==> config.mk <==
export PLATFORM = sky130hd
export DESIGN_NAME = spi_slave_cmd_ctrl_flat
export DESIGN_NICKNAME = d
export VERILOG_FILES = /design/src/rtl/spi_slave_cmd_ctrl_if.sv /design/src/rtl/spi_slave_cmd_ctrl.sv /design/src/flat_wrapper.sv
export SDC_FILE = /design/constraint.sdc
export NUM_CORES = 1
export LEC_CHECK = 0
export ABC_CLOCK_PERIOD_IN_PS = 1600
export CAP_MARGIN = 15
export CELL_PAD_IN_SITES_DETAIL_PLACEMENT = 0
export CELL_PAD_IN_SITES_GLOBAL_PLACEMENT = 1
export CORE_MARGIN = 2
export CORE_UTILIZATION = 34
export CTS_BUF_LIST = sky130_fd_sc_hd__clkbuf_4 sky130_fd_sc_hd__clkbuf_8 sky130_fd_sc_hd__clkbuf_16
export CTS_CLUSTER_DIAMETER = 40
export DETAILED_ROUTE_END_ITERATION = 6
export GPL_TIMING_DRIVEN = 0
export HOLD_SLACK_MARGIN = 0.03
export PLACE_DENSITY = 0.82
export SLEW_MARGIN = 20
export SYNTH_ARGS = -nofsm -noshare
export SYNTH_HDL_FRONTEND = slang
export SYNTH_SLANG_ARGS = --single-unit
==> constraint.sdc <==
create_clock -name IN_CLK -period 1.6 [get_ports IN_CLK]
set_input_delay 0.16 -clock IN_CLK [delete_from_list [all_inputs] [get_ports IN_CLK]]
set_output_delay 0.16 -clock IN_CLK [all_outputs]
set_load 0.02 [all_outputs]
==> src/rtl/spi_slave_cmd_ctrl_if.sv <==
// ============================================================================
//  Module      : spi_slave_cmd_ctrl_if
//  Description : Bundles the SPI slave handshake and the register bus that the
//                command controller sits between.
//  Revision    : 1.0 - initial release
// ============================================================================
`timescale 1ns/1ps
`default_nettype none

interface spi_slave_cmd_ctrl_if #(
    parameter int PACK_LENGTH = 8
);
    // SPI slave side (raw, asynchronous to the system clock)
    logic                   IN_CS;
    logic                   IN_RX_READY;
    logic [PACK_LENGTH-1:0] IN_RX_DATA;
    logic [PACK_LENGTH-1:0] OUT_TX_DATA;

    // Register bus side
    logic [PACK_LENGTH-1:0] IN_REG_RDATA;
    logic [PACK_LENGTH-2:0] OUT_REG_ADDR;
    logic [PACK_LENGTH-1:0] OUT_REG_WDATA;
    logic                   OUT_REG_WR_EN;
    logic                   OUT_REG_RD_EN;

    // Status
    logic                   OUT_BUSY;
    logic                   OUT_ERR;

    // Controller view
    modport slave (
        input  IN_CS, IN_RX_READY, IN_RX_DATA, IN_REG_RDATA,
        output OUT_TX_DATA, OUT_REG_ADDR, OUT_REG_WDATA,
               OUT_REG_WR_EN, OUT_REG_RD_EN, OUT_BUSY, OUT_ERR
    );

    // Environment view (SPI slave + register file)
    modport master (
        output IN_CS, IN_RX_READY, IN_RX_DATA, IN_REG_RDATA,
        input  OUT_TX_DATA, OUT_REG_ADDR, OUT_REG_WDATA,
               OUT_REG_WR_EN, OUT_REG_RD_EN, OUT_BUSY, OUT_ERR
    );
endinterface

`default_nettype wire

==> src/rtl/spi_slave_cmd_ctrl.sv <==
// ============================================================================
//  Module      : spi_slave_cmd_ctrl
//  Description : Command sequencer behind an SPI slave. Synchronises CS and the
//                word-ready flag, decodes {R/W, ADDR} + data frames and drives
//                a simple register bus; read data is loaded into the slave's
//                transmit word so it shifts out on the following frame.
//                Optional macro SPI_CMD_CTRL_AUTOINC_EN enables burst mode
//                (address auto-increment, unlimited words per CS low).
//  Revision    : 1.0 - initial release
// ============================================================================
`timescale 1ns/1ps
`default_nettype none

module spi_slave_cmd_ctrl #(
    parameter int                     PACK_LENGTH = 8,
    parameter int                     SYNC_STAGES = 2,
    parameter logic [PACK_LENGTH-1:0] IDLE_TX     = 8'hA5
) (
    input wire                   IN_CLK,
    input wire                   IN_RESET,
    spi_slave_cmd_ctrl_if.slave  bus
);

    localparam int ADDR_W = PACK_LENGTH - 1;
`ifdef SPI_CMD_CTRL_AUTOINC_EN
    localparam logic [ADDR_W-1:0] c_addr_one = {{(ADDR_W-1){1'b0}}, 1'b1};
`endif

    typedef enum logic [3:0] {
        ST_IDLE    = 4'd0,
        ST_CMD     = 4'd1,
        ST_WR_DATA = 4'd2,
        ST_WR_NEXT = 4'd3,
        ST_RD_REQ  = 4'd4,
        ST_RD_CAP  = 4'd5,
        ST_RD_WAIT = 4'd6,
        ST_RD_NEXT = 4'd7,
        ST_DONE    = 4'd8
    } state_t;

    state_t                 r_state, w_state_nxt;
    logic [SYNC_STAGES-1:0] r_cs_sync, r_rdy_sync;
    logic                   r_cs_prev, r_rdy_prev;
    logic [ADDR_W-1:0]      r_addr, w_addr_nxt;
    logic [PACK_LENGTH-1:0] r_wdata, w_wdata_nxt;
    logic [PACK_LENGTH-1:0] r_tx, w_tx_nxt;
    logic                   r_wr_en, w_wr_en_nxt;
    logic                   r_rd_en, w_rd_en_nxt;
    logic                   r_busy, w_busy_nxt;
    logic                   r_err, w_err_nxt;
    logic                   r_wr_seen, w_wr_seen_nxt;   // a data word was written this CS-low

    logic w_cs_s, w_rdy_s, w_cs_fall, w_cs_rise, w_frame;

    assign w_cs_s    = r_cs_sync[SYNC_STAGES-1];
    assign w_rdy_s   = r_rdy_sync[SYNC_STAGES-1];
    assign w_cs_fall = r_cs_prev & ~w_cs_s;
    assign w_cs_rise = ~r_cs_prev & w_cs_s;
    assign w_frame   = w_rdy_s & ~r_rdy_prev;

    // Synchronise CS and READY into IN_CLK and keep the previous synced value for edge detect
    always_ff @(posedge IN_CLK or posedge IN_RESET) begin
        if (IN_RESET) begin
            r_cs_sync  <= '0;
            r_rdy_sync <= '0;
            r_cs_prev  <= 1'b0;
            r_rdy_prev <= 1'b0;
        end else begin
            r_cs_sync  <= {r_cs_sync[SYNC_STAGES-2:0], bus.IN_CS};
            r_rdy_sync <= {r_rdy_sync[SYNC_STAGES-2:0], bus.IN_RX_READY};
            r_cs_prev  <= w_cs_s;
            r_rdy_prev <= w_rdy_s;
        end
    end

    // State and output registers; all outputs are registered
    always_ff @(posedge IN_CLK or posedge IN_RESET) begin
        if (IN_RESET) begin
            r_state   <= ST_IDLE;
            r_addr    <= '0;
            r_wdata   <= '0;
            r_tx      <= IDLE_TX;
            r_wr_en   <= 1'b0;
            r_rd_en   <= 1'b0;
            r_busy    <= 1'b0;
            r_err     <= 1'b0;
            r_wr_seen <= 1'b0;
        end else begin
            r_state   <= w_state_nxt;
            r_addr    <= w_addr_nxt;
            r_wdata   <= w_wdata_nxt;
            r_tx      <= w_tx_nxt;
            r_wr_en   <= w_wr_en_nxt;
            r_rd_en   <= w_rd_en_nxt;
            r_busy    <= w_busy_nxt;
            r_err     <= w_err_nxt;
            r_wr_seen <= w_wr_seen_nxt;
        end
    end

    // Next-state and next-output decode; a CS rise overrides after the frame is processed
    always_comb begin
        w_state_nxt   = r_state;
        w_addr_nxt    = r_addr;
        w_wdata_nxt   = r_wdata;
        w_tx_nxt      = r_tx;
        w_wr_en_nxt   = 1'b0;
        w_rd_en_nxt   = 1'b0;
        w_busy_nxt    = r_busy;
        w_err_nxt     = r_err;
        w_wr_seen_nxt = r_wr_seen;

        case (r_state)
            ST_IDLE: begin
                if (w_cs_fall) begin
                    w_state_nxt   = ST_CMD;
                    w_err_nxt     = 1'b0;
                    w_busy_nxt    = 1'b1;
                    w_wr_seen_nxt = 1'b0;
                end
            end
            ST_CMD: begin
                if (w_frame) begin
                    w_addr_nxt = bus.IN_RX_DATA[ADDR_W-1:0];
                    if (bus.IN_RX_DATA[PACK_LENGTH-1]) begin
                        w_state_nxt = ST_RD_REQ;
                        w_rd_en_nxt = 1'b1;        // strobe is high for the whole RD_REQ cycle
                    end else begin
                        w_state_nxt = ST_WR_DATA;
                    end
                end
            end
            ST_WR_DATA: begin
                if (w_frame) begin
                    w_wdata_nxt   = bus.IN_RX_DATA;
                    w_wr_en_nxt   = 1'b1;
                    w_wr_seen_nxt = 1'b1;
                    w_state_nxt   = ST_WR_NEXT;
                end
            end
            ST_WR_NEXT: begin
                if (w_frame) w_err_nxt = 1'b1;
`ifdef SPI_CMD_CTRL_AUTOINC_EN
                w_addr_nxt  = r_addr + c_addr_one;
                w_state_nxt = ST_WR_DATA;
`else
                w_state_nxt = ST_DONE;
`endif
            end
            ST_RD_REQ: begin
                if (w_frame) w_err_nxt = 1'b1;     // word arrived before read data was ready
                w_state_nxt = ST_RD_CAP;
            end
            ST_RD_CAP: begin
                if (w_frame) w_err_nxt = 1'b1;
                w_tx_nxt    = bus.IN_REG_RDATA;
                w_state_nxt = ST_RD_WAIT;
            end
            ST_RD_WAIT: begin
                if (w_frame) w_state_nxt = ST_RD_NEXT;
            end
            ST_RD_NEXT: begin
                if (w_frame) w_err_nxt = 1'b1;
`ifdef SPI_CMD_CTRL_AUTOINC_EN
                w_addr_nxt  = r_addr + c_addr_one;
                w_rd_en_nxt = 1'b1;
                w_state_nxt = ST_RD_REQ;
`else
                w_tx_nxt    = IDLE_TX;
                w_state_nxt = ST_DONE;
`endif
            end
            ST_DONE: begin
                if (w_frame) w_err_nxt = 1'b1;     // single mode takes no extra words
            end
            default: begin
                w_state_nxt = ST_IDLE;
            end
        endcase

        if (w_cs_rise) begin
            // Truncated: command alone, write data missing, or read abandoned mid-request.
            // In burst mode a rise in WR_DATA after a completed word is a normal end.
            if ((r_state == ST_CMD && w_frame) ||
                (r_state == ST_WR_DATA && !w_frame && !r_wr_seen) ||
                (r_state == ST_RD_REQ)) begin
                w_err_nxt = 1'b1;
            end
            w_state_nxt = ST_IDLE;
            w_tx_nxt    = IDLE_TX;
            w_busy_nxt  = 1'b0;
            w_rd_en_nxt = 1'b0;                    // never start a read after the frame ends
        end
    end

    assign bus.OUT_TX_DATA   = r_tx;
    assign bus.OUT_REG_ADDR  = r_addr;
    assign bus.OUT_REG_WDATA = r_wdata;
    assign bus.OUT_REG_WR_EN = r_wr_en;
    assign bus.OUT_REG_RD_EN = r_rd_en;
    assign bus.OUT_BUSY      = r_busy;
    assign bus.OUT_ERR       = r_err;

endmodule

`default_nettype wire

==> src/flat_wrapper.sv <==
// flat-port wrapper written by rule: the top's interface ports become plain ports
module spi_slave_cmd_ctrl_flat 
#(
    parameter int                     PACK_LENGTH = 8,
    parameter int                     SYNC_STAGES = 2,
    parameter logic [PACK_LENGTH-1:0] IDLE_TX     = 8'hA5
)
  (IN_CLK, IN_RESET, bus_IN_CS, bus_IN_RX_READY, bus_IN_RX_DATA, bus_IN_REG_RDATA, bus_OUT_TX_DATA, bus_OUT_REG_ADDR, bus_OUT_REG_WDATA, bus_OUT_REG_WR_EN, bus_OUT_REG_RD_EN, bus_OUT_BUSY, bus_OUT_ERR);
  spi_slave_cmd_ctrl_if #(.PACK_LENGTH(PACK_LENGTH)) bus_i ();
  input wire IN_CLK;
  input wire IN_RESET;
  input wire logic [$bits(bus_i.IN_CS)-1:0] bus_IN_CS;
  input wire logic [$bits(bus_i.IN_RX_READY)-1:0] bus_IN_RX_READY;
  input wire logic [$bits(bus_i.IN_RX_DATA)-1:0] bus_IN_RX_DATA;
  input wire logic [$bits(bus_i.IN_REG_RDATA)-1:0] bus_IN_REG_RDATA;
  output wire logic [$bits(bus_i.OUT_TX_DATA)-1:0] bus_OUT_TX_DATA;
  output wire logic [$bits(bus_i.OUT_REG_ADDR)-1:0] bus_OUT_REG_ADDR;
  output wire logic [$bits(bus_i.OUT_REG_WDATA)-1:0] bus_OUT_REG_WDATA;
  output wire logic [$bits(bus_i.OUT_REG_WR_EN)-1:0] bus_OUT_REG_WR_EN;
  output wire logic [$bits(bus_i.OUT_REG_RD_EN)-1:0] bus_OUT_REG_RD_EN;
  output wire logic [$bits(bus_i.OUT_BUSY)-1:0] bus_OUT_BUSY;
  output wire logic [$bits(bus_i.OUT_ERR)-1:0] bus_OUT_ERR;
  assign bus_i.IN_CS = bus_IN_CS;
  assign bus_i.IN_RX_READY = bus_IN_RX_READY;
  assign bus_i.IN_RX_DATA = bus_IN_RX_DATA;
  assign bus_i.IN_REG_RDATA = bus_IN_REG_RDATA;
  assign bus_OUT_TX_DATA = bus_i.OUT_TX_DATA;
  assign bus_OUT_REG_ADDR = bus_i.OUT_REG_ADDR;
  assign bus_OUT_REG_WDATA = bus_i.OUT_REG_WDATA;
  assign bus_OUT_REG_WR_EN = bus_i.OUT_REG_WR_EN;
  assign bus_OUT_REG_RD_EN = bus_i.OUT_REG_RD_EN;
  assign bus_OUT_BUSY = bus_i.OUT_BUSY;
  assign bus_OUT_ERR = bus_i.OUT_ERR;
  spi_slave_cmd_ctrl #(.PACK_LENGTH(PACK_LENGTH), .SYNC_STAGES(SYNC_STAGES), .IDLE_TX(IDLE_TX)) u_core (.IN_CLK(IN_CLK), .IN_RESET(IN_RESET), .bus(bus_i));
endmodule
After elaboration in Yosys (flattened, before gate mapping). Cells that the tools add are included.

Eq/ne operators: 15. Muxes and demuxes: 26. Bitwise gates (word level): 6. Reduce and logical (&&, ||, !) cells: 19.

Operators by type and width (count): $pmux 4 s8 (1); $mux 4 (5); $eq 4x3->1 const B (4); $pmux 8 s2 (1); $mux 1 (15); $ne 3x1->1 const B (4); $eq 4x2->1 const B (2); $mux 8 (1); $ne 2x1->1 const B (3); $reduce_and 2->1 (3); $reduce_bool 2->1 (3); $reduce_and 5->1 (1); $reduce_or 5->1 (1); $eq 4x1->1 const B (1); $eq 4x4->1 const B (1); $logic_not 4->1 (1); $pmux 1 s2 (2); $and 1x1->1 (3); $logic_and 1x1->1 (3); $mux 3 (1); $not 1->1 (3); $reduce_and 3->1 (1); $reduce_bool 3->1 (1); $logic_not 1->1 (2); other kinds (2) (3).

Flip-flop bits (word level): 38. Output and inout bits: 27. Word-level logic and storage cells: 79.

Depth between registers and ports, before layout.
Word-level depth: 9. Mapped depth: 6.

Worst setup path before layout. No wires, ideal clock.

Kind: register to register. Start: reg u_core.r_rdy_prev. End: reg u_core.r_wdata[0], in the netlist u_core.bus.OUT_REG_WDATA[0]. Library setup time: 0.125 ns. Arrival: 1.432 ns. Path slack: 0.043 ns. Cell stages (with the launch flop): 5. Period minus slack after synthesis: 1.557 ns. Cell sequence: dfrtp_1 > nand2b_4 > or4_4 > buf_6 > mux2_4.

Longest elaborated chain between the ends: 3.

Ends and longest elaborated chain: start, declared (RTL line spi_slave_cmd_ctrl.sv:43) `logic r_cs_prev, r_rdy_prev;`; start signal, assigned (RTL line spi_slave_cmd_ctrl.sv:72) `r_rdy_prev <= w_rdy_s;`; $not 1->1 (RTL line spi_slave_cmd_ctrl.sv:59) `assign w_frame = w_rdy_s & ~r_rdy_prev;`; $and 1x1->1 (RTL line spi_slave_cmd_ctrl.sv:59); $reduce_and 2->1 (no line); end signal, assigned (RTL line spi_slave_cmd_ctrl.sv:91) `r_wdata <= w_wdata_nxt;`; end, declared (RTL line spi_slave_cmd_ctrl.sv:45) `logic [PACK_LENGTH-1:0] r_wdata, w_wdata_nxt;`.

Every way passes these cells. A chain may end at the register's enable or synchronous reset.

Worst setup path in the final report.
Start: reg u_core.r_state[0]. End: reg u_core.r_wdata[2], in the netlist u_core.bus.OUT_REG_WDATA[2].

Longest elaborated chain between the ends: 2.

Ends and longest elaborated chain: start, declared (RTL line spi_slave_cmd_ctrl.sv:41) `state_t r_state, w_state_nxt;`; start signal, assigned (RTL line spi_slave_cmd_ctrl.sv:89) `r_state <= w_state_nxt;`; $eq 4x2->1 (RTL line spi_slave_cmd_ctrl.sv:113) `case (r_state)`; $reduce_and 2->1 (no line).

Every way passes these cells.

==> impl_metrics.toml <==
[worst_setup_path]
crit_arrival_ps = 1780
timing_worst_setup_path_type = "reg -> reg"
worstPathRequired_ps = 1760
timing.critical_path.from_type = "register"
crit_path_max_fanout = 10
critical_path_capture_point_type = "register"

[timing]
whs_ps = 312
timing.final.hold_violations = 0
setup_repair_after_global_routing_missed_its_margin = "true"
min_period_over_period = 1.01
final_period_minus_worst_setup_slack_ps = 1610
tightestPinTransition_ps = 772
maxSlewHeadroom = 0.485
timing.fmax_ghz = 0.620
final-setup-viol-count = 15
clock-skew-final_ps = 5.84
postLayoutSetupSlackWorst_ps = -11.9
slew_viol_final = 0

[clocking]
cts_max_level = 2
cts_hold_buf = 0
tritoncts_clock_tree = "done"
cts_clk_pin_slew_worst_paths_ps = 70
cts_max_path_buffers = 2
cts.root.buffer_cell = "clkbuf_8"
cts_sinks = 38
cts_buffers = 5
clock_latency_ps = 280

[route]
routed_wire_length_per_instance_um = 15.5
detail_route.iter0.violations = 21
drcViolationCount = 0
vias_per_cell = 5.00
routed-via-count = 1129
drt.antenna.violating_nets = 0
detail_route.first_pass.iterations = 3
drt-total-wl_mm = 3.50

[floorplanning]
floorplan.initialDensity = 0.350
floorplan.die.width_um = 73.5
die_y_um = 73.5
dieArea_um2 = 5400
placementRows = 25
io_pins = 47
core-area_um2 = 4690

[global_routing]
grt_max_degree = 39
antenna_found_initial = 0
groute.usage.overall = 0.137
wire_length_of_the_first_global_routing_pass_mm = 5.72
global_route.overflow_total = 0
first_global_vias = 1201

[logic_synthesis]
synth_enable_flop_cells = 0
ys.warnings.count = 0
synth_sequential_area_ratio = 0.582
synth.cell_area_um2 = 1640
yosys_register_bits = 38
yosys.cell_types.count = 36
syn_area_per_cell_um2 = 14.0
postSynthNetCount = 139
async_flop_share = 1.00
ys.flop_type = "dfrtp_1"
synth_cells = 117

[layout]
most-common-layout-cells = "clkdlybuf4s50_1, dfrtp_1, mux2_4, clkbuf_8, inv_1"
final_layout_size_suffix_gt1_frac = 0.250
mostFrequentLayoutCell = "clkdlybuf4s50_1"
finalNetCount = 194
insertedDiodeCount = 0
area_overhead_of_the_layout_relative_to_synthesis_pct = 41.6

[flow_run]
max_cap_violations = 0

[placement]
dp.final_hpwl_mm = 2.49
port-buffer-count = 46
gp_congestion = 0.808

[status]
outcome = "complete, but fails checks"
failed_checks = "setup timing"

[power_and_ir_drop]
power-per-cell-area_nw_per_um2 = 1740
power_leakage_nw = 1.04
maximum_vdd_drop_mv = 0.818
power.total_mw = 4.05

[hold_path]
min-delay-path-class = "in -> reg"
[Yosys cell counts, types with 3 or more instances]
cell	n	area [um^2]
dfrtp_1	34	851
o22a_1	4	35.0
a21oi_1	3	15.0
inv_1	6	22.5
nor3b_1	3	22.5
clkbuf_1	3	11.3
a22o_1	4	35.0
dfstp_2	4	105
a2111oi_0	3	26.3
mux2_4	15	225
nand2b_1	3	18.8
nor2_1	3	11.3
[final cells by class]
cell class / instances / area (um^2)
multi-input cells: 66 / 634
well taps: 54 / 67.6
repair buffers: 48 / 478
flip-flops and latches: 38 / 956
plain buffers: 7 / 53.8
clock inverters: 1 / 30.0
inverters: 6 / 22.5
fillers: 412 / 2370
clock buffers: 6 / 82.6
[flip-flops by register name, summed over array words and instances (netlist names), 2 cells and up]
name and cells:
u_core.r_state 4, u_core.bus.OUT_REG_WDATA 8, u_core.bus.OUT_REG_ADDR 7, u_core.bus.OUT_TX_DATA 8, u_core.r_cs_sync 2, u_core.r_rdy_sync 2
[critical path, cell delays in order, from the launching register on]
cell and delay [ps]:
dfrtp_1 420, nand2b_1 180, or4_4 430, buf_8 170, mux2_4 290
[report_power, final]
part           internal, mW  total (mW)  switching [mW]
logic                 0.966        1.76           0.795
registers              1.29        1.49           0.200
clock network         0.498       0.803           0.304
[timing repair]
action,in CTS,in global routing
gates resized for setup,4,7
pin swaps,0,0
buffers inserted,2,0
setup endpoints to repair,20,19
[final timing paths]
kind	from	endpoint	slack, ps	cells past startpoint
worst max-delay path	u_core.r_state[0]	u_core.bus.OUT_REG_WDATA[2]	-10	4
worst min-delay path	bus_IN_CS	u_core.r_cs_sync[0]	310	1
worst max register to register	u_core.r_state[0]	u_core.bus.OUT_REG_WDATA[2]	-10	4
worst min register to register	u_core.r_rdy_sync[0]	u_core.r_rdy_sync[1]	350	0
max in group asynchronous	IN_RESET	u_core.bus.OUT_REG_ADDR[3]	770	2
min in group asynchronous	IN_RESET	u_core.r_state[0]	350	2
[metal layers]
metal	share of wire	GRT usage
met4	0.0043	0.0465
met5	0	0
met1	0.45	0.188
met3	0.042	0.0384
met2	0.50	0.210
[kinds of logic (layout without fill, tap and decap cells)]
logic type / Yosys count / count (layout) / share of synthesized area
and+or+nand+nor: 26 / 26 / 0.116
DFF: 38 / 38 / 0.582
adders and majority gates: 2 / 2 / 0.0152
buffers and inverters: 13 / 68 / 0.0404
muxes: 15 / 15 / 0.137
AOI/OAI and AO/OA: 23 / 23 / 0.109
[stage by stage]
stage | setup TNS [ps] | cells | util | setup WS [ps] | area, um^2
final | -105 | 226 | 0.495 | -11.9 | 2320
after global routing | -841 | 226 | 0.495 | -68.2 | 2320
after CTS | -103 | 226 | 0.493 | -14.8 | 2310
after detailed placement | -426 | 217 | 0.462 | -33.1 | 2170
after global placement | -3790 | 217 | 0.462 | -109 | 2170
after floorplan | 0 | 117 | - | 42.9 | 1640
Note: power is estimated with default switching activity, not from simulation.
